$ cat src/rtl/mem_access_ctrl_if.sv
// Bundles the request side and the RAM MOV/MOC bus of the memory access controller.
// master = the controller, slave = control unit plus RAM seen from outside.
interface mem_access_ctrl_if #(
    parameter int ADDR_W = 9,
    parameter int DATA_W = 32
);
    logic              req;
    logic [5:0]        req_op;
    logic [ADDR_W-1:0] req_addr;
    logic [DATA_W-1:0] req_wd_hi;
    logic [DATA_W-1:0] req_wd_lo;
    logic              busy;
    logic              done;
    logic              err;
    logic [DATA_W-1:0] rd_hi;
    logic [DATA_W-1:0] rd_lo;
    logic              MOV;
    logic              ReadWrite;
    logic [ADDR_W-1:0] Address;
    logic [DATA_W-1:0] DataIn;
    logic [5:0]        OpCode;
    logic              MOC;
    logic              DMOC;
    logic [DATA_W-1:0] DataOut;

    modport master (
        input  req, req_op, req_addr, req_wd_hi, req_wd_lo, MOC, DMOC, DataOut,
        output busy, done, err, rd_hi, rd_lo, MOV, ReadWrite, Address, DataIn, OpCode
    );

    modport slave (
        output req, req_op, req_addr, req_wd_hi, req_wd_lo, MOC, DMOC, DataOut,
        input  busy, done, err, rd_hi, rd_lo, MOV, ReadWrite, Address, DataIn, OpCode
    );
endinterface

$ cat src/rtl/mem_access_ctrl.sv
// CPU-side initiator for the ram512x8 MOV/MOC handshake; a doubleword runs as two
// 32-bit phases at the same address, each phase checked against the RAM's DMOC flag.
module mem_access_ctrl #(
    parameter int ADDR_W      = 9,
    parameter int DATA_W      = 32,
    parameter int TIMEOUT_CYC = 16
) (
    input  logic              clk,
    input  logic              reset,
    mem_access_ctrl_if.master bus
);
    localparam int CNT_W = (TIMEOUT_CYC > 2) ? $clog2(TIMEOUT_CYC) : 1;
    localparam logic [CNT_W-1:0] CNT_LAST = CNT_W'(TIMEOUT_CYC - 1);

    typedef enum logic [1:0] {IDLE, ACCESS, RELEASE, DONE} state_t;

    state_t            state_q, state_d;
    logic              mov_q, mov_d;
    logic              rw_q, rw_d;
    logic [ADDR_W-1:0] addr_q, addr_d;
    logic [DATA_W-1:0] data_in_q, data_in_d;
    logic [5:0]        opcode_q, opcode_d;
    logic              busy_q, busy_d;
    logic              done_q, done_d;
    logic              err_q, err_d;
    logic [DATA_W-1:0] rd_hi_q, rd_hi_d;
    logic [DATA_W-1:0] rd_lo_q, rd_lo_d;
    logic [DATA_W-1:0] wd_lo_q, wd_lo_d;
    logic              phase_q, phase_d;
    logic              abort_q, abort_d;
    logic [CNT_W-1:0]  cnt_q, cnt_d;
    logic              is_dw;

    function automatic logic op_legal(input logic [5:0] op);
        case (op)
            6'b100011, 6'b100101, 6'b100001, 6'b100100, 6'b100000, 6'b110101,
            6'b101011, 6'b101001, 6'b101000, 6'b111111: op_legal = 1'b1;
            default:                                    op_legal = 1'b0;
        endcase
    endfunction

    assign is_dw = (opcode_q == 6'b110101) || (opcode_q == 6'b111111);

    always_comb begin
        state_d   = state_q;
        mov_d     = mov_q;
        rw_d      = rw_q;
        addr_d    = addr_q;
        data_in_d = data_in_q;
        opcode_d  = opcode_q;
        busy_d    = busy_q;
        done_d    = 1'b0;
        err_d     = err_q;
        rd_hi_d   = rd_hi_q;
        rd_lo_d   = rd_lo_q;
        wd_lo_d   = wd_lo_q;
        phase_d   = phase_q;
        abort_d   = abort_q;
        cnt_d     = cnt_q;
        case (state_q)
            IDLE: begin
                if (bus.req) begin
                    busy_d  = 1'b1;
                    err_d   = 1'b0;
                    abort_d = 1'b0;
                    phase_d = 1'b0;
                    if (op_legal(bus.req_op)) begin
                        state_d   = ACCESS;
                        mov_d     = 1'b1;
                        rw_d      = ~bus.req_op[3];
                        addr_d    = bus.req_addr;
                        opcode_d  = bus.req_op;
                        data_in_d = bus.req_wd_hi;
                        wd_lo_d   = bus.req_wd_lo;
                        cnt_d     = '0;
                    end else begin
                        state_d = DONE;
                        done_d  = 1'b1;
                        err_d   = 1'b1;
                    end
                end
            end
            ACCESS: begin
                cnt_d = cnt_q + 1'b1;
                // A MOC seen on the first cycle is left over from the previous access.
                if (cnt_q != '0 && bus.MOC) begin
                    if (rw_q) begin
                        if (is_dw && !phase_q) begin
                            rd_hi_d = bus.DataOut;
                        end else begin
                            rd_lo_d = bus.DataOut;
                            if (!is_dw) rd_hi_d = '0;
                        end
                    end
                    // RAM raises DMOC after its first doubleword phase and clears it after the second.
                    if (is_dw && (bus.DMOC == phase_q)) err_d = 1'b1;
                    mov_d   = 1'b0;
                    state_d = RELEASE;
                end else if (cnt_q == CNT_LAST) begin
                    err_d   = 1'b1;
                    abort_d = 1'b1;
                    mov_d   = 1'b0;
                    state_d = RELEASE;
                end
            end
            RELEASE: begin
                if (is_dw && !phase_q && !abort_q) begin
                    phase_d   = 1'b1;
                    data_in_d = wd_lo_q;
                    mov_d     = 1'b1;
                    cnt_d     = '0;
                    state_d   = ACCESS;
                end else begin
                    done_d  = 1'b1;
                    state_d = DONE;
                end
            end
            DONE: begin
                busy_d  = 1'b0;
                phase_d = 1'b0;
                state_d = IDLE;
            end
            default: state_d = IDLE;
        endcase
    end

    always_ff @(posedge clk) begin
        if (reset) begin
            state_q   <= IDLE;
            mov_q     <= 1'b0;
            rw_q      <= 1'b1;
            addr_q    <= '0;
            data_in_q <= '0;
            opcode_q  <= '0;
            busy_q    <= 1'b0;
            done_q    <= 1'b0;
            err_q     <= 1'b0;
            rd_hi_q   <= '0;
            rd_lo_q   <= '0;
            wd_lo_q   <= '0;
            phase_q   <= 1'b0;
            abort_q   <= 1'b0;
            cnt_q     <= '0;
        end else begin
            state_q   <= state_d;
            mov_q     <= mov_d;
            rw_q      <= rw_d;
            addr_q    <= addr_d;
            data_in_q <= data_in_d;
            opcode_q  <= opcode_d;
            busy_q    <= busy_d;
            done_q    <= done_d;
            err_q     <= err_d;
            rd_hi_q   <= rd_hi_d;
            rd_lo_q   <= rd_lo_d;
            wd_lo_q   <= wd_lo_d;
            phase_q   <= phase_d;
            abort_q   <= abort_d;
            cnt_q     <= cnt_d;
        end
    end

    assign bus.MOV       = mov_q;
    assign bus.ReadWrite = rw_q;
    assign bus.Address   = addr_q;
    assign bus.DataIn    = data_in_q;
    assign bus.OpCode    = opcode_q;
    assign bus.busy      = busy_q;
    assign bus.done      = done_q;
    assign bus.err       = err_q;
    assign bus.rd_hi     = rd_hi_q;
    assign bus.rd_lo     = rd_lo_q;
endmodule

$ cat src/flat_wrapper.sv
// flat-port wrapper written by rule: the top's interface ports become plain ports
module mem_access_ctrl_flat 
#(
    parameter int ADDR_W      = 9,
    parameter int DATA_W      = 32,
    parameter int TIMEOUT_CYC = 16
)
  (clk, reset, bus_req, bus_req_op, bus_req_addr, bus_req_wd_hi, bus_req_wd_lo, bus_MOC, bus_DMOC, bus_DataOut, bus_busy, bus_done, bus_err, bus_rd_hi, bus_rd_lo, bus_MOV, bus_ReadWrite, bus_Address, bus_DataIn, bus_OpCode);
  mem_access_ctrl_if #(.ADDR_W(ADDR_W), .DATA_W(DATA_W)) bus_i ();
  input  logic clk;
  input  logic reset;
  input wire logic [$bits(bus_i.req)-1:0] bus_req;
  input wire logic [$bits(bus_i.req_op)-1:0] bus_req_op;
  input wire logic [$bits(bus_i.req_addr)-1:0] bus_req_addr;
  input wire logic [$bits(bus_i.req_wd_hi)-1:0] bus_req_wd_hi;
  input wire logic [$bits(bus_i.req_wd_lo)-1:0] bus_req_wd_lo;
  input wire logic [$bits(bus_i.MOC)-1:0] bus_MOC;
  input wire logic [$bits(bus_i.DMOC)-1:0] bus_DMOC;
  input wire logic [$bits(bus_i.DataOut)-1:0] bus_DataOut;
  output wire logic [$bits(bus_i.busy)-1:0] bus_busy;
  output wire logic [$bits(bus_i.done)-1:0] bus_done;
  output wire logic [$bits(bus_i.err)-1:0] bus_err;
  output wire logic [$bits(bus_i.rd_hi)-1:0] bus_rd_hi;
  output wire logic [$bits(bus_i.rd_lo)-1:0] bus_rd_lo;
  output wire logic [$bits(bus_i.MOV)-1:0] bus_MOV;
  output wire logic [$bits(bus_i.ReadWrite)-1:0] bus_ReadWrite;
  output wire logic [$bits(bus_i.Address)-1:0] bus_Address;
  output wire logic [$bits(bus_i.DataIn)-1:0] bus_DataIn;
  output wire logic [$bits(bus_i.OpCode)-1:0] bus_OpCode;
  assign bus_i.req = bus_req;
  assign bus_i.req_op = bus_req_op;
  assign bus_i.req_addr = bus_req_addr;
  assign bus_i.req_wd_hi = bus_req_wd_hi;
  assign bus_i.req_wd_lo = bus_req_wd_lo;
  assign bus_i.MOC = bus_MOC;
  assign bus_i.DMOC = bus_DMOC;
  assign bus_i.DataOut = bus_DataOut;
  assign bus_busy = bus_i.busy;
  assign bus_done = bus_i.done;
  assign bus_err = bus_i.err;
  assign bus_rd_hi = bus_i.rd_hi;
  assign bus_rd_lo = bus_i.rd_lo;
  assign bus_MOV = bus_i.MOV;
  assign bus_ReadWrite = bus_i.ReadWrite;
  assign bus_Address = bus_i.Address;
  assign bus_DataIn = bus_i.DataIn;
  assign bus_OpCode = bus_i.OpCode;
  mem_access_ctrl #(.ADDR_W(ADDR_W), .DATA_W(DATA_W), .TIMEOUT_CYC(TIMEOUT_CYC)) u_core (.clk(clk), .reset(reset), .bus(bus_i));
endmodule
$ cat config.mk
export PLATFORM = sky130hd
export DESIGN_NAME = mem_access_ctrl_flat
export DESIGN_NICKNAME = d
export VERILOG_FILES = /design/src/rtl/mem_access_ctrl_if.sv /design/src/rtl/mem_access_ctrl.sv /design/src/flat_wrapper.sv
export SDC_FILE = /design/constraint.sdc
export NUM_CORES = 1
export LEC_CHECK = 0
export ABC_CLOCK_PERIOD_IN_PS = 3800
export CORE_MARGIN = 5
export CORE_UTILIZATION = 50
export CTS_CLUSTER_SIZE = 20
export DETAILED_ROUTE_END_ITERATION = 16
export DONT_BUFFER_PORTS = 1
export SETUP_SLACK_MARGIN = 0.5
export SLEW_MARGIN = 5
export SYNTH_ARGS = -nofsm -noshare
export SYNTH_HDL_FRONTEND = slang
export SYNTH_SLANG_ARGS = --single-unit
$ cat constraint.sdc
create_clock -name clk -period 3.8 [get_ports clk]
set_input_delay 1.14 -clock clk [delete_from_list [all_inputs] [get_ports clk]]
set_output_delay 1.14 -clock clk [all_outputs]
set_load 0.05 [all_outputs]
==> results by group <==
Placed design
  • Detailed Place HPWL: 10,100 um
  • GPL Wtd Cong: around 0.74
  • Count of input and output buffers: 0

Power
  • Share of power burned in combinational logic: 10.3%
  • Clock group share of total power: 42.0%
  • Fraction of power consumed by sequential logic: 47.7%
  • Net load switching power: around 1.4 mW
  • Internal power: around 3.2 mW
  • Power Density: about 670 mW/mm^2
  • Worst VDD drop: 0.333 mV
  • Static leakage power: 2.73 nW
  • Total power consumption of the routed design: 4.58 mW
  • Switching Fraction: roughly 30%

Drt
  • Number of iterations in the first detailed-routing pass: 4
  • First-iteration detailed-routing DRC count: 260
  • Antenna violation net count after detailed routing: 0
  • Remaining DRCs: 0
  • Average vias per placed instance: around 5.7
  • DRT Wirelength: roughly 15,000 um
  • Post-detailed-route wirelength per cell: 19.2 um
  • Number of vias after detailed routing: between 4,000 and 5,000

Timing
  • Final count of pins violating max slew: 0
  • Post-Route Skew: 0.00589 ns
  • Unrepaired setup endpoints after global routing: false
  • Count of endpoints failing hold in the final timing report: 0
  • Relative slew slack: 55.4%
  • Final setup viols: 0
  • Post-route minimum period: 2.55 ns
  • Share of the clock period used by the worst path after layout: 67.0%
  • Fmax: 393 MHz
  • Tightest Pin Transition: between 0.6 and 0.7 ns
  • Final TNS setup: 0 ns

Worst setup path
  • Worst endpoint required time: 4.12 ns
  • Crit path arrival time: 2.87 ns
  • Register-to-Register Path Depth: 6
  • Critical path launch point: u_core.bus.OpCode[4]
  • R2R Path End: u_core.bus.DataIn[17]
  • Startpoint type of the worst setup path: flop
  • Capturing instance or port of the critical path: u_core.bus.DataIn[17]
  • Critical path class: reg -> reg
  • Reg-to-reg critical path startpoint: u_core.bus.OpCode[4]
  • Crit path max fanout: 65
  • CP endpoint kind: flop
  • Setup slack of the most critical reg-to-reg path: approximately 1.3 ns

Logic synthesis
  • Synthesized instance count: 635
  • Dominant cells by area after synthesis: sky130_fd_sc_hd__dfxtp_1 52%, sky130_fd_sc_hd__mux2i_1 13%, sky130_fd_sc_hd__nor2_1 7.3%
  • Register bit total from synthesis: 156
  • Post-synth EDFFs: 0
  • Sequential area share after synthesis: between 50% and 60%
  • Leading post-synthesis cells by instance count: 156 x sky130_fd_sc_hd__dfxtp_1, 118 x sky130_fd_sc_hd__nor2_1, 80 x sky130_fd_sc_hd__mux2i_1
  • Async S/R FF share, synth: 0%
  • Most common cell in the synthesized netlist: sky130_fd_sc_hd__dfxtp_1
  • Area share of the largest cell type after synthesis: 51.6%
  • Post-Syn Area: 0.00606 sq mm
  • Synth warn: 0
  • Synth Flop Type: sky130_fd_sc_hd__dfxtp_1
  • Mean area per synthesized cell: 9.54 sq um
  • Cell taking the most area after synthesis: sky130_fd_sc_hd__dfxtp_1
  • Number of distinct library cells after synthesis: 42
  • Syn nets: 753

Global routing
  • Leftover overflow at the end of global routing: 0
  • Wire length of the first global-routing pass: 23,500 um
  • Pin count of the biggest net entering global routing: 153
  • Antenna violations before repair: 0
  • GRT Util Overall: 20.6%
  • Vias in the first global route: 4,500

CTS
  • Number of buffers on the longest clock path: 2
  • Root buffer selected by CTS: sky130_fd_sc_hd__clkbuf_16
  • Post-CTS Hold Fix Bufs: 0
  • Clock buffers created by TritonCTS: 17
  • Post-CTS sizing: 0
  • CTS Sinks: 156
  • TritonCTS clock tree: yes
  • Worst-Skew Late Latency: roughly 0.42 ns
  • Clock transition at the register clock pins on the worst setup and hold paths after CTS: 0.06 ns
  • Post-CTS Setup Bufs: 0
  • Maximum level of the CTS H-tree: 4

Finish
  • Antenna diode count: 0
  • Relative area change from synthesis to final layout: 12.3%
  • Finished Core Util: 56.9%
  • Final layout net count: 731
  • Filler Cell Count: 1,106
  • Proportion of layout cells with a drive suffix above 1: 11.3%

Floorplanning
  • Io pins: 232
  • Initial core utilization: 50.6%
  • Total number of placement rows: 40
  • Die width: 120 um
  • Vertical die dimension: 120 um
  • Floorplan die area: approximately 0.014 sq mm
  • Floorplan Core Area: 0.0120 sq mm

Status
  • Run status: completed

Hold path
  • Class of the most critical hold timing path: reg -> reg

Flow run
  • Reported max-cap violation count: 0
stage by stage:
step / cells / worst slack, ns / area [sq um] / hold WS (ns)
floorplan: 635 / 1.28 / 6060 / 0.457
global placement: 741 / 1.04 / 6120 / 0.472
detailed placement: 741 / 0.985 / 6120 / 0.485
CTS: 773 / 1.23 / 6800 / 0.502
global route: 773 / 1.09 / 6800 / 0.539
finish: 773 / 1.25 / 6800 / 0.496
power by group through the flow:
stage | logic, mW | registers [mW] | clock network (mW)
2_1_floorplan | 0.441 | 2.18 | 0
3_3_place_gp | 0.463 | 2.22 | 0
3_5_place_dp | 0.479 | 2.22 | 0
4_1_cts | 0.480 | 2.19 | 1.96
5_1_grt | 0.533 | 2.20 | 2.03
6_report | 0.472 | 2.18 | 1.92
how the worst min path moves through the flow:
stage                            start            endpoint  slack (ns)  cells past startpoint
floorplan              u_core.cnt_q[3]     u_core.cnt_q[3]        0.46                      1
global placement       u_core.cnt_q[3]     u_core.cnt_q[3]        0.47                      1
detailed placement  u_core.wd_lo_q[11]  u_core.wd_lo_q[11]        0.48                      2
CTS                 u_core.wd_lo_q[11]  u_core.wd_lo_q[11]        0.50                      2
global route         u_core.wd_lo_q[0]   u_core.wd_lo_q[0]        0.54                      2
finish              u_core.wd_lo_q[25]  u_core.wd_lo_q[25]        0.50                      2
cells by family (layout without fill, tap and decap cells):
logic type	count (synthesis)	after routing	synth area share, %
DFF	156	156	51.6
adders and majority gates	2	2	0.413
and+or+nand+nor	210	210	13.8
buffers and inverters	58	49	4.50
muxes	80	80	13.2
AOI/OAI and AO/OA	127	127	16.2
xor gates and xnor gates	2	2	0.289
area by class of cell:
cell class / instances / area [sq um] / share of cell area (%)
Clock buffer: 18 / 439 / 6.46
Inverter: 9 / 33.8 / 0.497
Multi-Input combinational cell: 421 / 2680 / 39.4
Clock inverter: 14 / 241 / 3.55
Tap cell: 147 / 184 / 2.70
Sequential cell: 156 / 3120 / 45.9
Timing Repair Buffer: 8 / 97.6 / 1.44
routing by layer:
metal	GRT usage, %	vias up	part of all wire (%)
met5	0	-	0
met3	10.3	21	12
li1	-	2158	-
met1	22.4	2085	37
met4	9.16	0	2.2
met2	33.8	173	49
cells in the final DEF (no fill, tap or decap), types with 2 or more instances in the layout:
master / count
sky130_fd_sc_hd__nor2b_1: 3
sky130_fd_sc_hd__clkbuf_16: 17
sky130_fd_sc_hd__clkinv_2: 2
sky130_fd_sc_hd__a41oi_1: 3
sky130_fd_sc_hd__clkinvlp_4: 3
sky130_fd_sc_hd__or2_2: 3
sky130_fd_sc_hd__a211oi_2: 20
sky130_fd_sc_hd__dfxtp_1: 155
sky130_fd_sc_hd__xor2_1: 2
sky130_fd_sc_hd__nand2_1: 71
sky130_fd_sc_hd__nor2_1: 117
sky130_fd_sc_hd__mux2i_1: 80
sky130_fd_sc_hd__nand3_1: 3
sky130_fd_sc_hd__bufinv_16: 6
sky130_fd_sc_hd__ha_1: 2
sky130_fd_sc_hd__nand4_1: 2
sky130_fd_sc_hd__a21oi_1: 41
sky130_fd_sc_hd__o21ai_0: 2
sky130_fd_sc_hd__buf_12: 3
sky130_fd_sc_hd__a22oi_1: 32
sky130_fd_sc_hd__a311oi_1: 2
sky130_fd_sc_hd__nor3_1: 2
sky130_fd_sc_hd__a211oi_1: 13
sky130_fd_sc_hd__and3_1: 2
sky130_fd_sc_hd__buf_4: 5
sky130_fd_sc_hd__nand2b_1: 2
sky130_fd_sc_hd__inv_1: 9
sky130_fd_sc_hd__clkinv_4: 2
sequential cells by signal, summed over array words and instances (netlist names):
signal and cells:
u_core.bus.rd_lo 32, u_core.state_q 2, u_core.bus.err 1, u_core.bus.rd_hi 32
u_core.bus.busy 1, u_core.bus.MOV 1, u_core.bus.OpCode 6, u_core.bus.Address 9
u_core.bus.done 1, u_core.cnt_q 4, u_core.abort_q 1, u_core.wd_lo_q 32
u_core.bus.ReadWrite 1, u_core.bus.DataIn 32, u_core.phase_q 1
critical path: stages, from the launching register on:
cell                       delay (ns)
sky130_fd_sc_hd__dfxtp_1         0.70
sky130_fd_sc_hd__nand4_1         0.28
sky130_fd_sc_hd__o41a_1          0.51
sky130_fd_sc_hd__a211oi_4        0.28
sky130_fd_sc_hd__buf_12          0.32
sky130_fd_sc_hd__nor2_1          0.08
sky130_fd_sc_hd__a211oi_1        0.24
(Power assumes the default switching activity.)
